### src/rtl/rvh_l1d_refill_victim_ctrl.sv
// L1D refill victim selector: chooses a victim way per miss (invalid way first, else PLRU),
// issues a dirty writeback when needed and owns the per-set valid/dirty arrays.
module rvh_l1d_refill_victim_ctrl #(
  parameter int entry_num   = 32,
  parameter int entry_idx   = $clog2(entry_num),
  parameter int way_num     = 4,
  parameter int way_num_idx = $clog2(way_num)
) (
  input  logic                   clk,
  input  logic                   rstn,
  input  logic                   req_vld_i,
  output logic                   req_rdy_o,
  input  logic [entry_idx-1:0]   req_set_idx_i,
  output logic                   plru_rd_en_o,
  output logic [entry_idx-1:0]   plru_rd_idx_o,
  input  logic [way_num_idx-1:0] plru_rd_way_i,
  input  logic                   st_hit_vld_i,
  input  logic [entry_idx-1:0]   st_hit_set_i,
  input  logic [way_num_idx-1:0] st_hit_way_i,
  input  logic                   inv_vld_i,
  input  logic [entry_idx-1:0]   inv_set_i,
  input  logic [way_num_idx-1:0] inv_way_i,
  output logic                   evict_vld_o,
  input  logic                   evict_rdy_i,
  output logic [entry_idx-1:0]   evict_set_o,
  output logic [way_num_idx-1:0] evict_way_o,
  output logic                   resp_vld_o,
  input  logic                   resp_rdy_i,
  output logic [entry_idx-1:0]   resp_set_o,
  output logic [way_num_idx-1:0] resp_way_o,
  output logic                   lock_vld_o,
  output logic [entry_idx-1:0]   lock_set_o,
  output logic [way_num_idx-1:0] lock_way_o
);

  typedef enum logic [1:0] {
    ST_IDLE   = 2'd0,
    ST_LOOKUP = 2'd1,
    ST_EVICT  = 2'd2,
    ST_RESP   = 2'd3
  } state_e;

  state_e                               r_state;
  state_e                               w_state_nxt;
  logic [entry_idx-1:0]                 r_set;
  logic [way_num_idx-1:0]               r_way;
  logic [entry_num-1:0][way_num-1:0]    r_valid;
  logic [entry_num-1:0][way_num-1:0]    r_dirty;
  logic [entry_num-1:0][way_num-1:0]    w_valid_nxt;
  logic [entry_num-1:0][way_num-1:0]    w_dirty_nxt;
  logic [way_num-1:0]                   w_lookup_valid;
  logic [way_num-1:0]                   w_lookup_dirty;
  logic                                 w_has_inv;
  logic [way_num_idx-1:0]               w_inv_way;
  logic [way_num_idx-1:0]               w_victim;
  logic                                 w_vdirty;
  logic                                 w_accept;
  logic                                 w_refill_done;

  assign w_accept      = (r_state == ST_IDLE) && req_vld_i;
  assign w_refill_done = (r_state == ST_RESP) && resp_rdy_i;

  // Victim choice on the captured set, using the arrays as they stand at the start of the cycle
  always_comb begin
    w_lookup_valid = r_valid[r_set];
    w_lookup_dirty = r_dirty[r_set];
    w_has_inv      = ~(&w_lookup_valid);
    w_inv_way      = '0;
    for (int i = way_num - 1; i >= 0; i--) begin
      w_inv_way = (!w_lookup_valid[i]) ? way_num_idx'(i) : w_inv_way;
    end
    if (w_has_inv) begin
      w_victim = w_inv_way;
    end else begin
      w_victim = plru_rd_way_i;
    end
    w_vdirty = w_lookup_valid[w_victim] & w_lookup_dirty[w_victim];
  end

  // State register
  always_ff @(posedge clk or negedge rstn) begin
    if (!rstn) begin
      r_state <= ST_IDLE;
    end else begin
      r_state <= w_state_nxt;
    end
  end

  // Next-state logic
  always_comb begin
    w_state_nxt = r_state;
    case (r_state)
      ST_IDLE:   w_state_nxt = req_vld_i ? ST_LOOKUP : ST_IDLE;
      ST_LOOKUP: w_state_nxt = w_vdirty ? ST_EVICT : ST_RESP;
      ST_EVICT:  w_state_nxt = evict_rdy_i ? ST_RESP : ST_EVICT;
      ST_RESP:   w_state_nxt = resp_rdy_i ? ST_IDLE : ST_RESP;
      default:   w_state_nxt = ST_IDLE;
    endcase
  end

  // Captured set on accept and victim way at the end of lookup
  always_ff @(posedge clk or negedge rstn) begin
    if (!rstn) begin
      r_set <= '0;
      r_way <= '0;
    end else begin
      if (w_accept) begin
        r_set <= req_set_idx_i;
      end else begin
        r_set <= r_set;
      end
      if (r_state == ST_LOOKUP) begin
        r_way <= w_victim;
      end else begin
        r_way <= r_way;
      end
    end
  end

  // Array updates: refill completion, then store hit, then invalidate (later step wins)
  always_comb begin
    w_valid_nxt = r_valid;
    w_dirty_nxt = r_dirty;
    if (w_refill_done) begin
      w_valid_nxt[r_set][r_way] = 1'b1;
      w_dirty_nxt[r_set][r_way] = 1'b0;
    end else begin
      w_valid_nxt = w_valid_nxt;
    end
    if (st_hit_vld_i && w_valid_nxt[st_hit_set_i][st_hit_way_i]) begin
      w_dirty_nxt[st_hit_set_i][st_hit_way_i] = 1'b1;
    end else begin
      w_dirty_nxt = w_dirty_nxt;
    end
    if (inv_vld_i) begin
      w_valid_nxt[inv_set_i][inv_way_i] = 1'b0;
      w_dirty_nxt[inv_set_i][inv_way_i] = 1'b0;
    end else begin
      w_valid_nxt = w_valid_nxt;
    end
  end

  // Valid and dirty arrays
  always_ff @(posedge clk or negedge rstn) begin
    if (!rstn) begin
      r_valid <= '0;
      r_dirty <= '0;
    end else begin
      r_valid <= w_valid_nxt;
      r_dirty <= w_dirty_nxt;
    end
  end

  assign req_rdy_o     = (r_state == ST_IDLE);
  assign plru_rd_en_o  = (r_state == ST_LOOKUP) && !w_has_inv;
  assign plru_rd_idx_o = r_set;
  assign evict_vld_o   = (r_state == ST_EVICT);
  assign evict_set_o   = r_set;
  assign evict_way_o   = r_way;
  assign resp_vld_o    = (r_state == ST_RESP);
  assign resp_set_o    = r_set;
  assign resp_way_o    = r_way;
  // The line stays locked from the eviction until the refill completes
  assign lock_vld_o    = (r_state == ST_EVICT) || (r_state == ST_RESP);
  assign lock_set_o    = r_set;
  assign lock_way_o    = r_way;

endmodule

### config.mk
export PLATFORM = sky130hd
export DESIGN_NAME = rvh_l1d_refill_victim_ctrl
export DESIGN_NICKNAME = d
export VERILOG_FILES = /design/src/rtl/rvh_l1d_refill_victim_ctrl.sv
export SDC_FILE = /design/constraint.sdc
export NUM_CORES = 1
export LEC_CHECK = 0
export ABC_AREA = 1
export CAP_MARGIN = 20
export CELL_PAD_IN_SITES_DETAIL_PLACEMENT = 2
export CELL_PAD_IN_SITES_GLOBAL_PLACEMENT = 2
export CORE_MARGIN = 5
export CORE_UTILIZATION = 36
export DETAILED_ROUTE_END_ITERATION = 8
export GPL_ROUTABILITY_DRIVEN = 0
export HOLD_SLACK_MARGIN = 0.1
export PLACE_DENSITY = 0.81
export SLEW_MARGIN = 20
export SYNTH_ARGS = -nofsm -noshare
export SYNTH_HDL_FRONTEND = slang
export SYNTH_SLANG_ARGS = --single-unit
export TNS_END_PERCENT = 1
### constraint.sdc
create_clock -name clk -period 2.9 [get_ports clk]
set_input_delay 0.58 -clock clk [delete_from_list [all_inputs] [get_ports clk]]
set_output_delay 0.58 -clock clk [all_outputs]
set_load 0.01 [all_outputs]
==> results of run 1 <==
[per-stage QoR]
step	utilization, %	hold slack [ps]	cells	TNS (ps)
after floorplan	-	284	2162	0
after global placement	46.0	500	3089	-77380
after detailed placement	46.0	506	3089	-106040
[logic make-up after synthesis]
logic type | share of synthesized area [%]
AND/OR/NAND/NOR | 30.1
AO/OA/AOI/OAI | 18.8
buffers and inverters | 8.98
flip-flops | 42.1
[synthesized netlist by cell type, drive strengths merged, types with 2 or more instances]
cell    instances  area (um^2)
nand3         124          633
nor3           14         81.3
buf            64          543
clkbuf         50          188
nand4          13         81.3
a22o            6         52.6
nand2         585         2470
nor2          383         1460
inv           181          679
o22ai         114          713
dfrtp         265         6630
o21ai          87          435
o31ai           2         15.0
a22oi           6         45.0
a21oi         263         1690
==> summary.txt, run 1 <==
Clock network
  – Post-cts gate resize count: 296
  – Root cell of the clock tree: sky130_fd_sc_hd__clkbuf_16
  – Buffer levels on the longest clock path: 3
  – Number of clock buffers inserted by TritonCTS: 36
  – Deepest level of the CTS H-tree: 2
  – Number of buffers inserted by post-CTS setup repair: 69
  – CTS hold repair buffers: 1
  – Clock tree sinks: 265

Placement
  – Cell area after placement: 19800 um^2
  – Port buffer count: 58
  – Hpwl dp: 68.0 mm
  – Place WS: -939 ps

Floorplan
  – Std-Cell Rows: 76
  – Starting density of the core: 36.5%
  – Top-level port count: 59
  – Height of the die: 219 um
  – Die extent in x: 219 um

Run status
  – Status: did not finish
  – First Err: [ERROR DPL-0033] detailed placement checks failed during check placement.
  – Last step reached: clock tree synthesis (4_1_cts)

Logic synthesis
  – Proportion of register bits with asynchronous set or reset after synthesis: 100%
  – Average footprint of a synthesized cell: 7.29 um^2
  – Count of flip-flops with a built-in enable after synthesis: 0
  – Portion of the post-synthesis area used by sequential elements: 42.1%
  – Distinct cells, synth: 31
  – Number of synthesis warnings: 0
  – Netlist Area Pre-Place: 15800 um^2
  – Post-synthesis cell count: 2162
  – Synth Flop Type: sky130_fd_sc_hd__dfrtp_1
  – Seq cells post-synth: 265
  – Synth Net Count: 2190
==> inputs of run 2 (changes only) <==
--- a/config.mk
+++ b/config.mk
@@ -7,14 +7,11 @@
 export LEC_CHECK = 0
 export ABC_AREA = 1
 export CAP_MARGIN = 20
-export CELL_PAD_IN_SITES_DETAIL_PLACEMENT = 2
-export CELL_PAD_IN_SITES_GLOBAL_PLACEMENT = 2
 export CORE_MARGIN = 5
-export CORE_UTILIZATION = 36
+export CORE_UTILIZATION = 40
 export DETAILED_ROUTE_END_ITERATION = 8
 export GPL_ROUTABILITY_DRIVEN = 0
-export HOLD_SLACK_MARGIN = 0.1
-export PLACE_DENSITY = 0.81
+export PLACE_DENSITY_LB_ADDON = 0.15
 export SLEW_MARGIN = 20
 export SYNTH_ARGS = -nofsm -noshare
 export SYNTH_HDL_FRONTEND = slang
==> summary.txt, run 2 <==
Placement
  – Number of cells in the design after placement: 3035
  – Cell area after placement: 19800 um^2
  – Port buffer count: 58
  – Place WS: -1110 ps
  – Hpwl dp: 46.3 mm

Power and ir drop
  – Cell Pwr Density: 801 nW/um^2
  – Leakage power of the design: 10.2 nW
  – Peak VDD IR: 368 uV

Route
  – Total Routed Length: 67.1 mm
  – Via Count: 17.5k
  – Detailed-router iteration count before antenna repair: 9
  – Remaining DRCs: 0
  – Routed via count divided by cell count: 5.57
  – Average wire per standard cell: 21.4 um
  – Number of routed nets with antenna violations: 0
  – First-iteration detailed-routing DRC count: 2037

GRT
  – Pin count of the biggest net entering global routing: 80
  – Number of antenna violations at the first check in global routing: 0
  – Overflow left after global routing: 0
  – Global-route wire length before repair: 99.0 mm
  – Vias in the first global route: 17.1k
  – Total global routing track utilization: 29.1%

Critical path
  – Maximum fanout along the worst path: 8
  – Arr. time, crit path: 3760 ps
  – Startpoint types: flop
  – WS Path Type: reg2reg
  – Sort of element at the end of the critical path: flop
  – Required time at the worst-slack endpoint: 3350 ps

Logic synthesis
  – Share of Yosys cell area claimed by the top area cell type: 42.1%
  – Most common library cells after synthesis: sky130_fd_sc_hd__nand2_1 (475), sky130_fd_sc_hd__nor2_1 (379), sky130_fd_sc_hd__dfrtp_1 (265)
  – Count of flip-flops with a built-in enable after synthesis: 0
  – Largest area contributor in the synthesized netlist: sky130_fd_sc_hd__dfrtp_1
  – Number of synthesis warnings: 0
  – Synth Flop Type: sky130_fd_sc_hd__dfrtp_1
  – Proportion of register bits with asynchronous set or reset after synthesis: 100%
  – Distinct cells, synth: 31
  – Average footprint of a synthesized cell: 7.29 um^2
  – Most area-consuming cells after synthesis: sky130_fd_sc_hd__dfrtp_1 (42%), sky130_fd_sc_hd__nand2_1 (11%), sky130_fd_sc_hd__nor2_1 (9.0%)
  – Netlist Area Pre-Place: 15800 um^2
  – Seq cells post-synth: 265
  – Most numerous cell in the Yosys netlist: sky130_fd_sc_hd__nand2_1
  – Portion of the post-synthesis area used by sequential elements: 42.1%
  – Post-synthesis cell count: 2162
  – Synth Net Count: 2190

Layout
  – Syn-to-layout area delta: 41.4%
  – Post-layout instance count excluding filler cells: 3140
  – Final Instance Area: 22300 um^2
  – Number of nets at the end of the flow: 2630
  – Most common cell after layout, fill and taps aside: sky130_fd_sc_hd__nand2_1
  – Antenna diode instance count: 0
  – Commonest cells after routing, fill and taps aside: sky130_fd_sc_hd__nand2_1 (454), sky130_fd_sc_hd__buf_4 (380), sky130_fd_sc_hd__nor2_1 (355), sky130_fd_sc_hd__dfrtp_1 (264), sky130_fd_sc_hd__inv_1 (174)
  – Ratio of cells with drive above 1 in the final layout: 32.1%

Floorplan
  – Std-Cell Rows: 72
  – Area of the die: 43400 um^2
  – Placeable core region: 38800 um^2
  – Height of the die: 208 um
  – Die extent in x: 208 um
  – Top-level port count: 59
  – Starting density of the core: 40.6%

Clock network
  – Buffer levels on the longest clock path: 3
  – Clock tree sinks: 265
  – Clock tree from TritonCTS: yes
  – Worst-skew pair later-pin latency: 550 ps
  – CTS hold repair buffers: 0
  – Number of clock buffers inserted by TritonCTS: 34
  – Deepest level of the CTS H-tree: 2
  – Root cell of the clock tree: sky130_fd_sc_hd__clkbuf_16
  – Clock-pin slew on the worst setup and hold paths: 60 ps

Timing
  – Max-slew headroom: 52.4%
  – RSZ-0062 raised after global routing: yes
  – Post-route minimum period: 3310 ps
  – Final setup vio count: 130
  – Final Max Slew Viols: 0
  – Final worst-path setup slack: -411 ps
  – Transition time at the pin with the least slew margin: 713 ps
  – Final period util: 114%
  – Peak clock frequency supported by timing: 302 MHz
  – Setup clock skew after layout: 13.5 ps
  – Final-report hold violation count: 0

Run
  – Number of max-capacitance violations reported: 0

Run status
  – Status: complete, but fails checks
  – Violated checks: negative setup slack

Hold path
  – Hold Path Class: in2async
## run 2: routing by layer
layer,GRT usage (%),share of wire (%)
met1,40.3,42
met3,6.30,9.8
met2,44.8,44
met4,11.5,4.5
met5,0,0
## run 2: timing repair
action / CTS / global route
gates cloned: 5 / 9
endpoints found under the setup margin: 129 / 130
pin swaps: 29 / 34
gates resized for setup: 114 / 99
setup buffers: 22 / 17
## run 2: cell type report
type	instances	area (um^2)
inverters	182	696
clock buffers	50	1040
multi-input cells	1601	8240
flip-flops and latches	265	6630
clock inverters	6	55.1
well taps	518	648
fillers	3543	16600
repair buffers	518	4960
## run 2: critical path, stage by stage (launching register included)
cell	delay (ps)
sky130_fd_sc_hd__dfrtp_2	440
sky130_fd_sc_hd__buf_6	140
sky130_fd_sc_hd__inv_6	80
sky130_fd_sc_hd__nand2_8	90
sky130_fd_sc_hd__buf_12	170
sky130_fd_sc_hd__bufbuf_16	270
sky130_fd_sc_hd__buf_4	140
sky130_fd_sc_hd__nor2_4	90
sky130_fd_sc_hd__buf_6	120
sky130_fd_sc_hd__nand2_2	60
sky130_fd_sc_hd__nand3_2	70
sky130_fd_sc_hd__nand4_1	90
sky130_fd_sc_hd__nand2_1	60
sky130_fd_sc_hd__nand2_1	60
sky130_fd_sc_hd__nor2_2	180
sky130_fd_sc_hd__nand2_1	100
sky130_fd_sc_hd__nand2_1	110
sky130_fd_sc_hd__nand3_2	90
sky130_fd_sc_hd__nor2_4	220
sky130_fd_sc_hd__buf_12	210
sky130_fd_sc_hd__buf_12	150
sky130_fd_sc_hd__nand2_1	60
sky130_fd_sc_hd__a21oi_1	190
## run 2: final timing paths
| path | start | end | slack (ps) | depth (start not counted) |
|---|---|---|---|---|
| min in group clk | resp_rdy_i | r_state[0] | 480 | 4 |
| min | rstn | r_dirty[16] | 10 | 1 |
| max reg2reg | evict_set_o[0] | r_dirty[108] | -410 | 22 |
| max in group asynchronous | rstn | r_valid[106] | 2030 | 2 |
| max | evict_set_o[0] | r_dirty[108] | -410 | 22 |
| min reg2reg | r_valid[109] | r_valid[109] | 520 | 2 |
## run 2: metrics by stage
stage                     power (mW)  setup TNS (ps)  hold WS [ps]  util (%)
final                           17.8          -37720          14.7      57.4
after global routing            18.5          -49500          68.3      57.4
after CTS                       17.0          -24930          43.4      55.5
after detailed placement        11.5         -136170           507      51.1
after global placement          11.5         -138170           506      51.1
after floorplan                 8.04               0           284         -
## run 2: cells by family after synthesis
logic type	after synthesis	share of synthesized area, %
AND/OR/NAND/NOR	1121	30.1
AO/OA/AOI/OAI	480	18.8
buffers and inverters	296	8.98
flip-flops	265	42.1
## run 2: where the power goes
part / internal [mW] / switching, mW
combinational: 4.10 / 4.72
clock: 2.57 / 1.71
sequential: 4.38 / 0.364
total: 11.0 / 6.79
Note: power is estimated with default switching activity, not from simulation.
